<file path="src/rtl/sys_bus_pkg.sv">
//------------------------------------------------------------------------------
// Module   : sys_bus_pkg
// Purpose  : Shared constants for the system bus: store-size codes, region
//            decode, peripheral register offsets and timer CTRL bit positions.
// Revision : 1.0 - initial release
//------------------------------------------------------------------------------
`default_nettype none

package sys_bus_pkg;

    localparam int RAM_W_OP_WIDTH = 2;
    localparam logic [RAM_W_OP_WIDTH-1:0] RAM_W_OP_BYTE = 2'd0;
    localparam logic [RAM_W_OP_WIDTH-1:0] RAM_W_OP_HALF = 2'd1;
    localparam logic [RAM_W_OP_WIDTH-1:0] RAM_W_OP_WORD = 2'd2;

    localparam logic [31:0] c_periph_mask = 32'hFFFF_FF00;
    localparam logic [31:0] c_timer_base  = 32'h1000_0000;
    localparam logic [31:0] c_gpio_base   = 32'h2000_0000;

    // Offsets are word indices taken from adr[7:2]
    localparam logic [5:0] c_tmr_ctrl  = 6'd0;
    localparam logic [5:0] c_tmr_count = 6'd1;
    localparam logic [5:0] c_tmr_cmp   = 6'd2;
    localparam logic [5:0] c_gpio_out  = 6'd0;

    localparam int c_ctrl_en   = 0;
    localparam int c_ctrl_ie   = 1;
    localparam int c_ctrl_pend = 2;

    localparam logic [31:0] c_cmp_rst = 32'hFFFF_FFFF;

endpackage

`default_nettype wire

</file>
<file path="src/rtl/sys_timer.sv">
//------------------------------------------------------------------------------
// Module   : sys_timer
// Purpose  : Machine timer with prescaler, COUNT/CMP match, sticky pending
//            flag and a registered interrupt request.
// Revision : 1.0 - initial release
//------------------------------------------------------------------------------
`default_nettype none

module sys_timer
    import sys_bus_pkg::*;
#(
    parameter int PRESCALE = 1
) (
    input  logic        clk,
    input  logic        rst,
    input  logic        i_wr_en,
    input  logic [5:0]  i_offset,
    input  logic [31:0] i_wdata,
    output logic [31:0] o_rdata,
    output logic        o_int_flag
);

    localparam logic [15:0] c_presc_last = 16'(PRESCALE - 1);

    logic [15:0] r_presc;
    logic [31:0] r_count;
    logic [31:0] r_cmp;
    logic        r_en;
    logic        r_ie;
    logic        r_pend;
    logic        r_int;

    logic w_wr_ctrl;
    logic w_wr_count;
    logic w_wr_cmp;
    logic w_run;
    logic w_tick;
    logic w_match;

    assign w_wr_ctrl  = i_wr_en && (i_offset == c_tmr_ctrl);
    assign w_wr_count = i_wr_en && (i_offset == c_tmr_count);
    assign w_wr_cmp   = i_wr_en && (i_offset == c_tmr_cmp);

    // A CTRL write that clears EN freezes the timer on that very edge
    assign w_run   = r_en && !(w_wr_ctrl && !i_wdata[c_ctrl_en]);
    assign w_tick  = w_run && (r_presc == c_presc_last);
    assign w_match = w_tick && !w_wr_count && (r_count == r_cmp);

    always_ff @(posedge clk) begin
        if (rst) begin
            r_presc <= '0;
            r_count <= '0;
            r_cmp   <= c_cmp_rst;
            r_en    <= 1'b0;
            r_ie    <= 1'b0;
            r_pend  <= 1'b0;
            r_int   <= 1'b0;
        end else begin
            if (w_run) begin
                r_presc <= w_tick ? 16'd0 : r_presc + 16'd1;
            end
            if (w_wr_ctrl) begin
                r_en <= i_wdata[c_ctrl_en];
                r_ie <= i_wdata[c_ctrl_ie];
            end
            if (w_wr_count) begin
                r_count <= i_wdata;
            end else if (w_tick) begin
                r_count <= (r_count == r_cmp) ? 32'd0 : r_count + 32'd1;
            end
            if (w_wr_cmp) begin
                r_cmp <= i_wdata;
            end
            // Match-set has priority over write-1-clear
            if (w_match) begin
                r_pend <= 1'b1;
            end else if (w_wr_ctrl && i_wdata[c_ctrl_pend]) begin
                r_pend <= 1'b0;
            end
            r_int <= r_pend && r_ie;
        end
    end

    always_comb begin
        o_rdata = 32'd0;
        case (i_offset)
            c_tmr_ctrl:  o_rdata = {29'd0, r_pend, r_ie, r_en};
            c_tmr_count: o_rdata = r_count;
            c_tmr_cmp:   o_rdata = r_cmp;
            default:     o_rdata = 32'd0;
        endcase
    end

    assign o_int_flag = r_int;

endmodule

`default_nettype wire

</file>
<file path="src/rtl/sys_bus.sv">
//------------------------------------------------------------------------------
// Module   : sys_bus
// Purpose  : Single-master bus decode to data RAM, machine timer and GPIO
//            output register, with a combinational read-data mux.
// Revision : 1.0 - initial release
//------------------------------------------------------------------------------
`default_nettype none

module sys_bus
    import sys_bus_pkg::*;
#(
    parameter int PRESCALE = 1,
    parameter int DRAM_AW  = 12
) (
    input  logic                      clk,
    input  logic                      rst,
    input  logic                      sys_bus_request,
    input  logic                      sys_bus_we,
    input  logic [31:0]               sys_bus_adr,
    input  logic [31:0]               sys_bus_wdata,
    input  logic [RAM_W_OP_WIDTH-1:0] dram_w_op,
    output logic [31:0]               sys_bus_rdata,
    output logic                      int_flag_o,
    output logic                      dram_en,
    output logic                      dram_we,
    output logic [31:0]               dram_adr,
    output logic [31:0]               dram_wdin,
    output logic [RAM_W_OP_WIDTH-1:0] dram_w_op_o,
    input  logic [31:0]               dram_rdo,
    output logic [31:0]               gpio_o
);

    logic        w_is_ram;
    logic        w_is_tmr;
    logic        w_is_gpio;
    logic [5:0]  w_off;
    logic        w_per_wr;
    logic [31:0] w_tmr_rdata;
    logic [31:0] r_gpio;

    assign w_is_ram  = (sys_bus_adr >> (DRAM_AW + 2)) == 32'd0;
    assign w_is_tmr  = (sys_bus_adr & c_periph_mask) == c_timer_base;
    assign w_is_gpio = (sys_bus_adr & c_periph_mask) == c_gpio_base;
    assign w_off     = sys_bus_adr[7:2];

    // Peripheral registers are word-only; narrower stores are dropped
    assign w_per_wr = sys_bus_request && sys_bus_we && (dram_w_op == RAM_W_OP_WORD);

    assign dram_en     = sys_bus_request && w_is_ram;
    assign dram_we     = dram_en && sys_bus_we;
    assign dram_adr    = sys_bus_adr;
    assign dram_wdin   = sys_bus_wdata;
    assign dram_w_op_o = dram_w_op;

    sys_timer #(
        .PRESCALE (PRESCALE)
    ) u_timer (
        .clk        (clk),
        .rst        (rst),
        .i_wr_en    (w_per_wr && w_is_tmr),
        .i_offset   (w_off),
        .i_wdata    (sys_bus_wdata),
        .o_rdata    (w_tmr_rdata),
        .o_int_flag (int_flag_o)
    );

    always_ff @(posedge clk) begin
        if (rst) begin
            r_gpio <= '0;
        end else if (w_per_wr && w_is_gpio && (w_off == c_gpio_out)) begin
            r_gpio <= sys_bus_wdata;
        end
    end

    assign gpio_o = r_gpio;

    always_comb begin
        sys_bus_rdata = 32'd0;
        if (sys_bus_request) begin
            if (w_is_ram) begin
                sys_bus_rdata = dram_rdo;
            end else if (w_is_tmr) begin
                sys_bus_rdata = w_tmr_rdata;
            end else if (w_is_gpio && (w_off == c_gpio_out)) begin
                sys_bus_rdata = r_gpio;
            end
        end
    end

endmodule

`default_nettype wire

</file>
<file path="config.mk">
export PLATFORM = sky130hd
export DESIGN_NAME = sys_bus
export DESIGN_NICKNAME = d
export VERILOG_FILES = /design/src/rtl/sys_bus_pkg.sv /design/src/rtl/sys_timer.sv /design/src/rtl/sys_bus.sv
export SDC_FILE = /design/constraint.sdc
export NUM_CORES = 1
export LEC_CHECK = 0
export CAP_MARGIN = 10
export CORE_MARGIN = 1.5
export CORE_UTILIZATION = 43
export CTS_CLUSTER_DIAMETER = 200
export CTS_CLUSTER_SIZE = 30
export DETAILED_ROUTE_END_ITERATION = 16
export PLACE_DENSITY = 0.78
export SETUP_SLACK_MARGIN = 0.1
export SLEW_MARGIN = 30
export SYNTH_ARGS = -nofsm -noshare
export SYNTH_HDL_FRONTEND = slang
export SYNTH_SLANG_ARGS = --single-unit
</file>
<file path="constraint.sdc">
create_clock -name clk -period 3 [get_ports clk]
set_input_delay 0.6 -clock clk [delete_from_list [all_inputs] [get_ports clk]]
set_output_delay 0.6 -clock clk [all_outputs]
set_load 0.005 [all_outputs]
</file>
==> impl_metrics.json, run 1 <==
{
  "status": "finished, violations left",
  "violations": "negative setup slack",
  "numPortBuffers": 230,
  "postSynthCellCount": 907,
  "drive_gt1_share_pct": 18.63,
  "synth_compound_area_share_pct": 22.93,
  "synth_top_area_share_pct": 31.92,
  "synth_simple_gate_area_share_pct": 26.11,
  "fin_ws_ns": -0.2111,
  "leakagePower_nw": 3.771,
  "hold_viol_final": 0,
  "report.final.slew_viol_count": 0,
  "dp_cells": 1292,
  "vias": 7817,
  "num_rows": 47,
  "yosys.area.top_type": "dfxtp_1",
  "setup_viol": 32,
  "synth_nets": 1012,
  "cp-end-kind": "output pin",
  "place_hpwl_um": 17680,
  "n_antenna_cell": 0,
  "fmax_mhz": 311.4,
  "synth_xor_area_share_pct": 5.900,
  "synth_area_um2": 7274,
  "synth_top_family_by_area": "simple AND/OR/NAND/NOR gates",
  "fin_util_pct": 64.61,
  "grt_pass1_wl_um": 39830,
  "clk_latency_ns": 0.43,
  "p_per_area_nw_per_um2": 381.4,
  "synth_mux_area_share_pct": 0.6880,
  "antenna_found_initial": 0,
  "root_buffer": "clkbuf_16",
  "synth-seq-cells": 116,
  "worst-endpoint-arrival_ns": 2.61,
  "areaGrowthSynthToFinish_pct": 47.28,
  "yosysSeqAreaShare_pct": 31.92,
  "grt_max_degree": 39,
  "maxCapViolations": 0,
  "h-tree-depth": 4,
  "synth-main-ff-cell": "dfxtp_1",
  "hold_class": "flop to flop",
  "nNetsFinal": 1230,
  "place_area_um2": 9694,
  "start_util_pct": 43.87,
  "cts.clk_slew.worst_paths_ns": 0.05,
  "stdcell_count": 1358,
  "grt.overflow.total": 0,
  "wirelength_um": 26030,
  "grt_usage_pct": 28.65,
  "viasPerCell": 5.756,
  "finalCritPeriodShare_pct": 107.0,
  "ioPinCount": 235,
  "cts_tree": "yes",
  "period_minus_slack_ns": 3.211,
  "async_flop_share_pct": 0,
  "dieHeight_um": 133.1,
  "stdcell_area_um2": 10710,
  "fin_setup_tns_ns": -5.050,
  "crit_type": "input port to output pin",
  "synthAdderAreaFrac_pct": 0.5160,
  "fin_skew_ns": 0.005905,
  "wl_per_cell_um": 19.16,
  "worst_pin_slew_ns": 0.8508,
  "power_mw": 4.086,
  "gp_congestion": 0.9168,
  "core_um2": 16580,
  "layout_commonest_cell": "clkdlybuf4s50_1",
  "cp-start-kind": "input port",
  "synth.distinct_cells": 58,
  "cts_made_buffers": 17,
  "grt_pass1_vias": 7226,
  "rsz0062_at_grt": "yes",
  "peakVddDrop_v": 0.0003987,
  "synth.avg_cell_area_um2": 8.020,
  "yosys_warnings": 0,
  "critPathMaxFanout": 8,
  "synth_edf_count": 0,
  "die_w_um": 133.1,
  "cp_data_required_time_ns": 2.40,
  "nFillCells": 1357,
  "ant_nets": 0,
  "slew_headroom_pct": 42.84,
  "drc": 0,
  "cts_buffer_depth": 2,
  "first_pass_iters": 6,
  "yosys-top-cells-area": "dfxtp_1 (32%), buf_4 (8.0%), nor2b_1 (6.1%)",
  "cts_sinks": 116,
  "mostFrequentLayoutCells": "clkdlybuf4s50_1 (174), dfxtp_1 (116), nand2_1 (113), buf_4 (73), nor2b_1 (71)",
  "first_iter_violations": 884,
  "die-area_um2": 17710,
  "postCtsHoldBufs": 0
}
==> cell usage after synthesis (2+ instances only) <==
| library cell | n |
|---|---|
| buf_2 | 9 |
| or3b_2 | 2 |
| dfxtp_1 | 116 |
| inv_1 | 9 |
| clkbuf_1 | 49 |
| a22o_1 | 29 |
| nand2b_1 | 3 |
| buf_4 | 78 |
| a21oi_1 | 44 |
| ha_1 | 3 |
| a21o_1 | 3 |
| and3_1 | 9 |
| nand3_1 | 22 |
| mux2i_1 | 5 |
| nand4_1 | 9 |
| a22oi_1 | 9 |
| o21a_1 | 5 |
| or3_1 | 7 |
| and2_1 | 7 |
| xor2_1 | 35 |
| o21ai_0 | 21 |
| a31oi_1 | 8 |
| a211o_1 | 32 |
| and4_1 | 6 |
| o21bai_1 | 5 |
| nor4_1 | 18 |
| nor3_1 | 15 |
| a222oi_1 | 32 |
| nor2_1 | 54 |
| o31a_1 | 10 |
| or2_1 | 3 |
| nand4b_1 | 3 |
| a211oi_1 | 14 |
| nor4_2 | 3 |
| or2_2 | 3 |
| nand2_1 | 114 |
| o21ai_1 | 5 |
| nor2b_1 | 71 |
| or4_1 | 5 |
| xnor2_1 | 14 |
==> routing by layer <==
metal  part of all wire (%)  global-route usage, %  up-vias
li1                       -                      -     3655
met1                     41                  36.31     3745
met2                     48                  47.34      369
met3                    8.1                  6.360       48
met4                    2.6                  11.29        0
met5                      0                      0        -
==> metrics by stage <==
step                      setup slack [ns]  hold WS (ns)
after floorplan                    0.06086        0.4213
after global placement             -0.8263        0.4582
after detailed placement           -0.8875        0.4619
after CTS                          -0.2580        0.4687
after global routing               -0.2843        0.4918
final                              -0.2111        0.4710
==> layout make-up <==
| class | instances | area (um^2) | share of cell area [%] |
|---|---|---|---|
| timing repair buffer | 337 | 3242 | 30.26 |
| sequential | 116 | 2322 | 21.67 |
| clock buffer | 22 | 474.2 | 4.426 |
| clock inverter | 10 | 152.6 | 1.425 |
| tap | 220 | 275.3 | 2.569 |
| multi-input combinational | 643 | 4210 | 39.30 |
| inverter | 10 | 37.54 | 0.3503 |
==> worst paths after layout <==
path,startpoint,to,slack [ns],cells after the start
worst max-delay path,sys_bus_adr[4],sys_bus_rdata[26],-0.21,11
worst min-delay path,gpio_o[3]$_SDFFE_PP0P_,gpio_o[3]$_SDFFE_PP0P_,0.47,2
worst max register to register,u_timer.r_presc[0]$_SDFFE_PP0P_,u_timer.r_count[6]$_SDFFE_PP0P_,0.44,9
worst min register to register,gpio_o[3]$_SDFFE_PP0P_,gpio_o[3]$_SDFFE_PP0P_,0.47,2
==> worst max-delay path: stages <==
cell	delay (ns)
buf_6	0.09
or4_4	0.56
or2_4	0.28
buf_6	0.12
nor2_4	0.20
buf_6	0.19
buf_6	0.11
a22o_1	0.14
a222oi_1	0.08
nor2b_1	0.11
buf_2	0.11
==> power breakdown <==
part	switching [mW]	total (mW)	internal [mW]	leakage, nW
Combinational	0.141	0.366	0.224	2.53
Clock	0.732	2.18	1.45	0.310
Sequential	0.000000000250	1.54	1.54	0.935
==> cells by family (layout without fill, tap and decap cells) <==
group,Yosys count,count (layout)
mux,5,5
compound gates,222,222
fa+ha+maj,3,3
flops,116,116
xor+xnor,49,49
simple gates,364,364
buf+inv,148,379
==> registers in the layout (all words and copies together) (netlist names) <==
name	flops
gpio_o	32
u_timer.o_int_flag	1
u_timer.r_cmp	32
u_timer.r_count	32
u_timer.r_en	1
u_timer.r_ie	1
u_timer.r_pend	1
u_timer.r_presc	16
==> timing repair <==
action / 4_1_cts / 5_1_grt
cloned: 6 / 0
buffers inserted: 25 / 4
setup endpoints to repair: 34 / 69
pin swaps: 48 / 25
resized for setup: 204 / 20
Note: power is estimated with default switching activity, not from simulation.
==> inputs of run 2 (changes only) <==
--- a/config.mk
+++ b/config.mk
@@ -6,12 +6,13 @@
 export NUM_CORES = 1
 export LEC_CHECK = 0
 export CAP_MARGIN = 10
+export CORE_ASPECT_RATIO = 1.5
 export CORE_MARGIN = 1.5
-export CORE_UTILIZATION = 43
+export CORE_UTILIZATION = 47
 export CTS_CLUSTER_DIAMETER = 200
 export CTS_CLUSTER_SIZE = 30
 export DETAILED_ROUTE_END_ITERATION = 16
-export PLACE_DENSITY = 0.78
+export PLACE_DENSITY = 0.81
 export SETUP_SLACK_MARGIN = 0.1
 export SLEW_MARGIN = 30
 export SYNTH_ARGS = -nofsm -noshare
==> constraint.sdc (replaced) <==
create_clock -name clk -period 3.49 [get_ports clk]
set_input_delay 0.698 -clock clk [delete_from_list [all_inputs] [get_ports clk]]
set_output_delay 0.698 -clock clk [all_outputs]
set_load 0.005 [all_outputs]
==> run 2 against run 1 <==
The run now ends clean. Register-to-register slack improved by 0.21 ns. Power fell by 12%. Utilization rose by 5.6 points. Routed wire length rose by 5.2%. Global-route usage rose by 4.1 points. Critical path type unchanged. Worst setup slack improved by 0.29 ns. Non-clock buffer count fell by 11. Cell area fell by 0.72%. Worst hold slack got worse by 0.0077 ns. Critical path depth did not move.
==> impl_metrics.json, run 2 (synthesis gave the netlist of run 1 again) <==
{
  "drc": 0,
  "whs_endpoint": "gpio_o[17]$_SDFFE_PP0P_",
  "critical_path.cell_chain": "buf_6 -> or4_4 -> or2_4 -> buf_6 -> nor4_4 -> buf_6 -> buf_8 -> buf_12 -> a222oi_1 -> nor2b_1 -> buf_2",
  "seq_area_um2": 2322,
  "cpMostUsedCell": "buf_6",
  "fin_skew_ns": 0.007693,
  "hp-start": "gpio_o[17]$_SDFFE_PP0P_",
  "reg2reg_slack_ns": 0.65,
  "cpLargestDelayFamily": "simple AND/OR/NAND/NOR gates",
  "nNetsFinal": 1219,
  "p_per_area_nw_per_um2": 339.5,
  "cts_buffer_depth": 2,
  "cts_tree": "yes",
  "wl_per_cell_um": 20.66,
  "cts_made_buffers": 17,
  "reg2reg_from": "u_timer.r_count[1]$_SDFFE_PP0P_",
  "grt_max_degree": 63,
  "wirelength_um": 27390,
  "numPortBuffers": 230,
  "fin_ws_ns": 0.08054,
  "gp_congestion": 0.9780,
  "core_um2": 15140,
  "cp-start-kind": "input port",
  "drive_gt1_share_pct": 17.13,
  "finalCritPeriodShare_pct": 97.69,
  "cp_slowest_cell": "or4_4",
  "viasPerCell": 5.986,
  "leakagePower_nw": 3.776,
  "cpPeakStageDelay_ns": 0.54,
  "ant_nets": 0,
  "cts_sinks": 116,
  "status": "finished, final reports clean",
  "rsz0062_at_grt": "yes",
  "h-tree-depth": 4,
  "ioPinCount": 235,
  "report.final.slew_viol_count": 0,
  "nFillCells": 1120,
  "grt_pass1_wl_um": 41520,
  "use_met1_pct": 36.91,
  "fmax_mhz": 293.3,
  "pre_cts_ws_ns": -0.4999,
  "reg2reg_depth": 8,
  "clk_latency_ns": 0.43,
  "critPathMaxFanout": 5,
  "grt.overflow.total": 0,
  "r2r_end": "u_timer.r_count[22]$_SDFFE_PP0P_",
  "antenna_found_initial": 0,
  "fin_util_pct": 70.26,
  "hold_path_depth": 2,
  "grt_pass1_vias": 7620,
  "cp_data_required_time_ns": 2.79,
  "setup_viol": 0,
  "multi_input_area_um2": 4154,
  "grt_use_met3_pct": 6.242,
  "first_pass_iters": 7,
  "areaGrowthSynthToFinish_pct": 46.22,
  "cts.clk_slew.worst_paths_ns": 0.05,
  "crit_type": "input port to output pin",
  "worst-path-buf-inv": 6,
  "die-area_um2": 16250,
  "worst_pin_slew_ns": 0.9597,
  "cp-end-kind": "output pin",
  "hold_class": "flop to flop",
  "die_w_um": 104.6,
  "grt-busiest-layer": "met2",
  "period_minus_slack_ns": 3.409,
  "layout_commonest_cell": "clkdlybuf4s50_1",
  "grt_usage_pct": 32.70,
  "num_rows": 55,
  "vias": 7938,
  "peakVddDrop_v": 0.0002811,
  "start_util_pct": 48.05,
  "dieHeight_um": 155.4,
  "n_antenna_cell": 0,
  "mostFrequentLayoutCells": "clkdlybuf4s50_1 (173), dfxtp_1 (116), nand2_1 (114), nor2b_1 (71), buf_4 (63)",
  "hold_viol_final": 0,
  "root_buffer": "clkbuf_16",
  "met2_usage_pct": 55.76,
  "first_iter_violations": 805,
  "place_hpwl_um": 17030,
  "postCtsHoldBufs": 0,
  "worst-endpoint-arrival_ns": 2.71,
  "maxCapViolations": 0,
  "slew_headroom_pct": 35.53
}
==> run 2: repair_timing <==
item | 4_1_cts | 5_1_grt
pin swaps | 27 | 13
gates cloned | 7 | 1
gates resized for setup | 178 | 18
setup endpoints to repair | 34 | 33
setup buffers | 27 | 5
==> run 2: tightest hold or removal path, stage by stage, from the launching register on <==
cell,delay (ns)
dfxtp_1,0.31
nand2_1,0.05
a21oi_1,0.05
==> run 2: per-stage QoR <==
stage	TNS [ns]	power, mW	area (um^2)	std cells	hold WS (ns)
after floorplan	0	1.461	7274	907	0.4213
final	0	3.611	10640	1326	0.4633
after detailed placement	-15.35	1.654	9568	1256	0.4469
after global placement	-14.35	1.654	9568	1256	0.4503
after global routing	0	3.690	10640	1326	0.4846
after CTS	0	3.614	10610	1322	0.4656
==> run 2: where the power goes <==
part	internal [mW]	total [mW]	switching, mW
sequential	1.32	1.32	0.000000000227
clock	1.33	1.97	0.641
combinational	0.191	0.312	0.120
==> run 2: worst max-delay path by stage <==
stage                        end            start  slack (ns)  depth (start not counted)
2_1_floorplan  sys_bus_rdata[20]   sys_bus_adr[5]        0.33                          9
3_3_place_gp   sys_bus_rdata[26]   sys_bus_adr[5]       -0.48                          8
3_5_place_dp   sys_bus_rdata[25]   sys_bus_adr[5]       -0.50                          8
4_1_cts        sys_bus_rdata[20]  sys_bus_adr[14]        0.10                         10
5_1_grt        sys_bus_rdata[30]   sys_bus_adr[6]        0.02                         11
6_report       sys_bus_rdata[30]   sys_bus_adr[6]        0.08                         11
==> run 2: per-layer routing <==
metal  part of all wire [%]  vias up
li1                       -     3629
met1                     36     3753
met2                     49      439
met3                    7.9      117
met4                    6.2        0
met5                      0        -
==> run 2: cell type report <==
cell class | instances | share of cell area (%)
Clock buffer | 18 | 4.035
Clock inverter | 14 | 2.200
Inverter | 10 | 0.3529
Multi-Input combinational cell | 643 | 39.05
Sequential cell | 116 | 21.83
Tap cell | 199 | 2.341
Timing Repair Buffer | 326 | 30.18
==> inputs of run 3 (changes only) <==
--- a/config.mk
+++ b/config.mk
@@ -6,7 +6,7 @@
 export NUM_CORES = 1
 export LEC_CHECK = 0
 export CAP_MARGIN = 10
-export CORE_ASPECT_RATIO = 1.5
+export CORE_ASPECT_RATIO = 0.7
 export CORE_MARGIN = 1.5
 export CORE_UTILIZATION = 47
 export CTS_CLUSTER_DIAMETER = 200
@@ -14,6 +14,7 @@
 export DETAILED_ROUTE_END_ITERATION = 16
 export PLACE_DENSITY = 0.81
 export SETUP_SLACK_MARGIN = 0.1
+export SKIP_LAST_GASP = 1
 export SLEW_MARGIN = 30
 export SYNTH_ARGS = -nofsm -noshare
 export SYNTH_HDL_FRONTEND = slang
==> run 3 against run 2 <==
Maximum frequency shrank 2.3%. Worst hold slack gained 0.0071 ns. Via count shrank 1.3%. Die area is essentially flat. Sequential power is essentially flat. Global-route usage shrank 1.3 points. Power shrank 8.4%. Highest routed layer unchanged.
==> impl_metrics.json, run 3 (synthesis gave the netlist of run 1 again) <==
{
  "worst_pin_slew_ns": 0.8728,
  "critical_path.cell_chain": "buf_6 -> or4_4 -> or2_4 -> nor4_4 -> buf_4 -> buf_6 -> buf_8 -> buf_6 -> a222oi_1 -> nor2b_1 -> buf_2",
  "root_buffer": "clkbuf_16",
  "cp_data_required_time_ns": 2.79,
  "stdcell_count": 1324,
  "numPortBuffers": 230,
  "nNetsFinal": 1220,
  "cts_tree": "yes",
  "cts_sinks": 116,
  "status": "finished, final reports clean",
  "fin_skew_ns": 0.008195,
  "grt_pass1_vias": 7131,
  "cts_buffer_depth": 2,
  "wirelength_met1_um": 11370,
  "cts_made_buffers": 17,
  "routed.top_layer": "met4",
  "cp_slowest_cell": "or4_4",
  "start_util_pct": 48.80,
  "layout_commonest_cell": "clkdlybuf4s50_1",
  "hp-start": "gpio_o[3]$_SDFFE_PP0P_",
  "postCtsHoldBufs": 0,
  "antenna_found_initial": 1,
  "route.met3.wl_um": 2640,
  "worst-path-buf-inv": 6,
  "setup_viol": 0,
  "num_rows": 37,
  "vias": 7832,
  "cpPeakStageDelay_ns": 0.53,
  "ant_nets": 0,
  "areaGrowthSynthToFinish_pct": 43.45,
  "cpLargestDelayFamily": "simple AND/OR/NAND/NOR gates",
  "drc": 0,
  "dp_cells": 1263,
  "grt.overflow.total": 0,
  "leakagePower_nw": 3.715,
  "ioPinCount": 235,
  "core_um2": 14910,
  "p_per_area_nw_per_um2": 316.9,
  "critPathMaxFanout": 6,
  "wl_per_cell_um": 19.85,
  "maxCapViolations": 0,
  "first_iter_violations": 843,
  "hold_class": "flop to flop",
  "reg2reg_depth": 8,
  "reg2reg_from": "u_timer.r_count[1]$_SDFFE_PP0P_",
  "place_hpwl_um": 18200,
  "cpMostUsedCell": "buf_6",
  "mostFrequentLayoutCells": "clkdlybuf4s50_1 (171), dfxtp_1 (116), nand2_1 (114), nor2b_1 (71), buf_4 (70)",
  "hold_viol_final": 0,
  "r2r_end": "u_timer.r_count[22]$_SDFFE_PP0P_",
  "wirelength_um": 26280,
  "h-tree-depth": 4,
  "clk_latency_ns": 0.42,
  "die_w_um": 151.7,
  "first_pass_iters": 8,
  "drive_gt1_share_pct": 16.76,
  "whs_endpoint": "gpio_o[3]$_SDFFE_PP0P_",
  "fin_ws_ns": 0.001856,
  "grt_pass1_wl_um": 38940,
  "hold_path_depth": 2,
  "dieHeight_um": 107.1,
  "pre_cts_ws_ns": -0.5985,
  "period_minus_slack_ns": 3.488,
  "rsz0062_at_grt": "yes",
  "fmax_mhz": 286.7,
  "power_mw": 3.307,
  "fin_setup_tns_ns": 0,
  "cp-start-kind": "input port",
  "die-area_um2": 16250,
  "finalCritPeriodShare_pct": 99.95,
  "cp-end-kind": "output pin",
  "gp_congestion": 0.9265,
  "worst-endpoint-arrival_ns": 2.79,
  "crit_type": "input port to output pin",
  "viasPerCell": 5.915,
  "report.final.slew_viol_count": 0,
  "grt_usage_pct": 31.39,
  "peakVddDrop_v": 0.0003316,
  "route.met2.wl_um": 11560,
  "cts.clk_slew.worst_paths_ns": 0.06,
  "slew_headroom_pct": 41.37,
  "reg2reg_slack_ns": 0.76,
  "grt_max_degree": 55
}
## run 3: cell count changes in the layout (fill, tap and decap cells not counted), sizes merged, moves of 2 or more
cell / delta
bufinv: -5
clkinvlp: +5
dlygate4sd2: +5
buf: -6
clkdlybuf4s50: -2
## run 3: worst max path at each step
| stage | from | to | slack, ns | cells after the start |
|---|---|---|---|---|
| floorplan | sys_bus_adr[5] | sys_bus_rdata[20] | 0.33 | 9 |
| global route | sys_bus_adr[7] | sys_bus_rdata[12] | -0.09 | 11 |
| finish | sys_bus_adr[7] | sys_bus_rdata[14] | 0.002 | 11 |
| detailed placement | sys_bus_adr[5] | sys_bus_rdata[12] | -0.60 | 8 |
| global placement | sys_bus_adr[5] | sys_bus_rdata[1] | -0.55 | 10 |
| CTS | sys_bus_adr[6] | sys_bus_rdata[16] | -0.15 | 9 |
## run 3: routing by layer
layer  vias up  global-route usage, %
li1       3629                      -
met2       475                  48.74
met3        52                  5.745
met4         0                  11.33
met5         -                      0
met1      3676                  43.29
## run 3: worst reg2reg max path: cells and delay by family, from the launching register on
kind	cells	cell delay, ns
and+or+nand+nor	6	1.63
DFF	1	0.53
adders and majority gates	1	0.30
AOI/OAI and AO/OA	1	0.16
## run 3: report_power, final
part	leakage [nW]	switching, mW	internal [mW]
registers	0.935	0.000000000218	1.32
clock network	0.257	0.685	0.978
logic	2.52	0.125	0.193
total	3.72	0.811	2.50
## run 3: cell type report
class / instances / area [um^2]
Sequential cell: 116 / 2322
Antenna cell: 1 / 2.502
Clock buffer: 17 / 425.4
Timing Repair Buffer: 327 / 3073
Multi-Input combinational cell: 643 / 4193
Inverter: 10 / 37.54
Clock inverter: 15 / 137.6
Tap cell: 195 / 244.0
Fill cell: 1183 / 4472
## run 3: repair_timing
action | 4_1_cts | 5_1_grt
buffers inserted | 17 | 8
setup endpoints to repair | 34 | 33
gates resized for setup | 85 | 103
pin swaps | 14 | 17
cloned | 3 | 1
## run 3: per-stage QoR
step / hold WS, ns / instance area (um^2) / utilization [%]
finish: 0.4704 / 10440 / 70.00
floorplan: 0.4213 / 7274 / -
CTS: 0.4692 / 10340 / 69.34
detailed placement: 0.4610 / 9583 / 64.29
global route: 0.5013 / 10440 / 70.00
global placement: 0.4580 / 9583 / 64.29
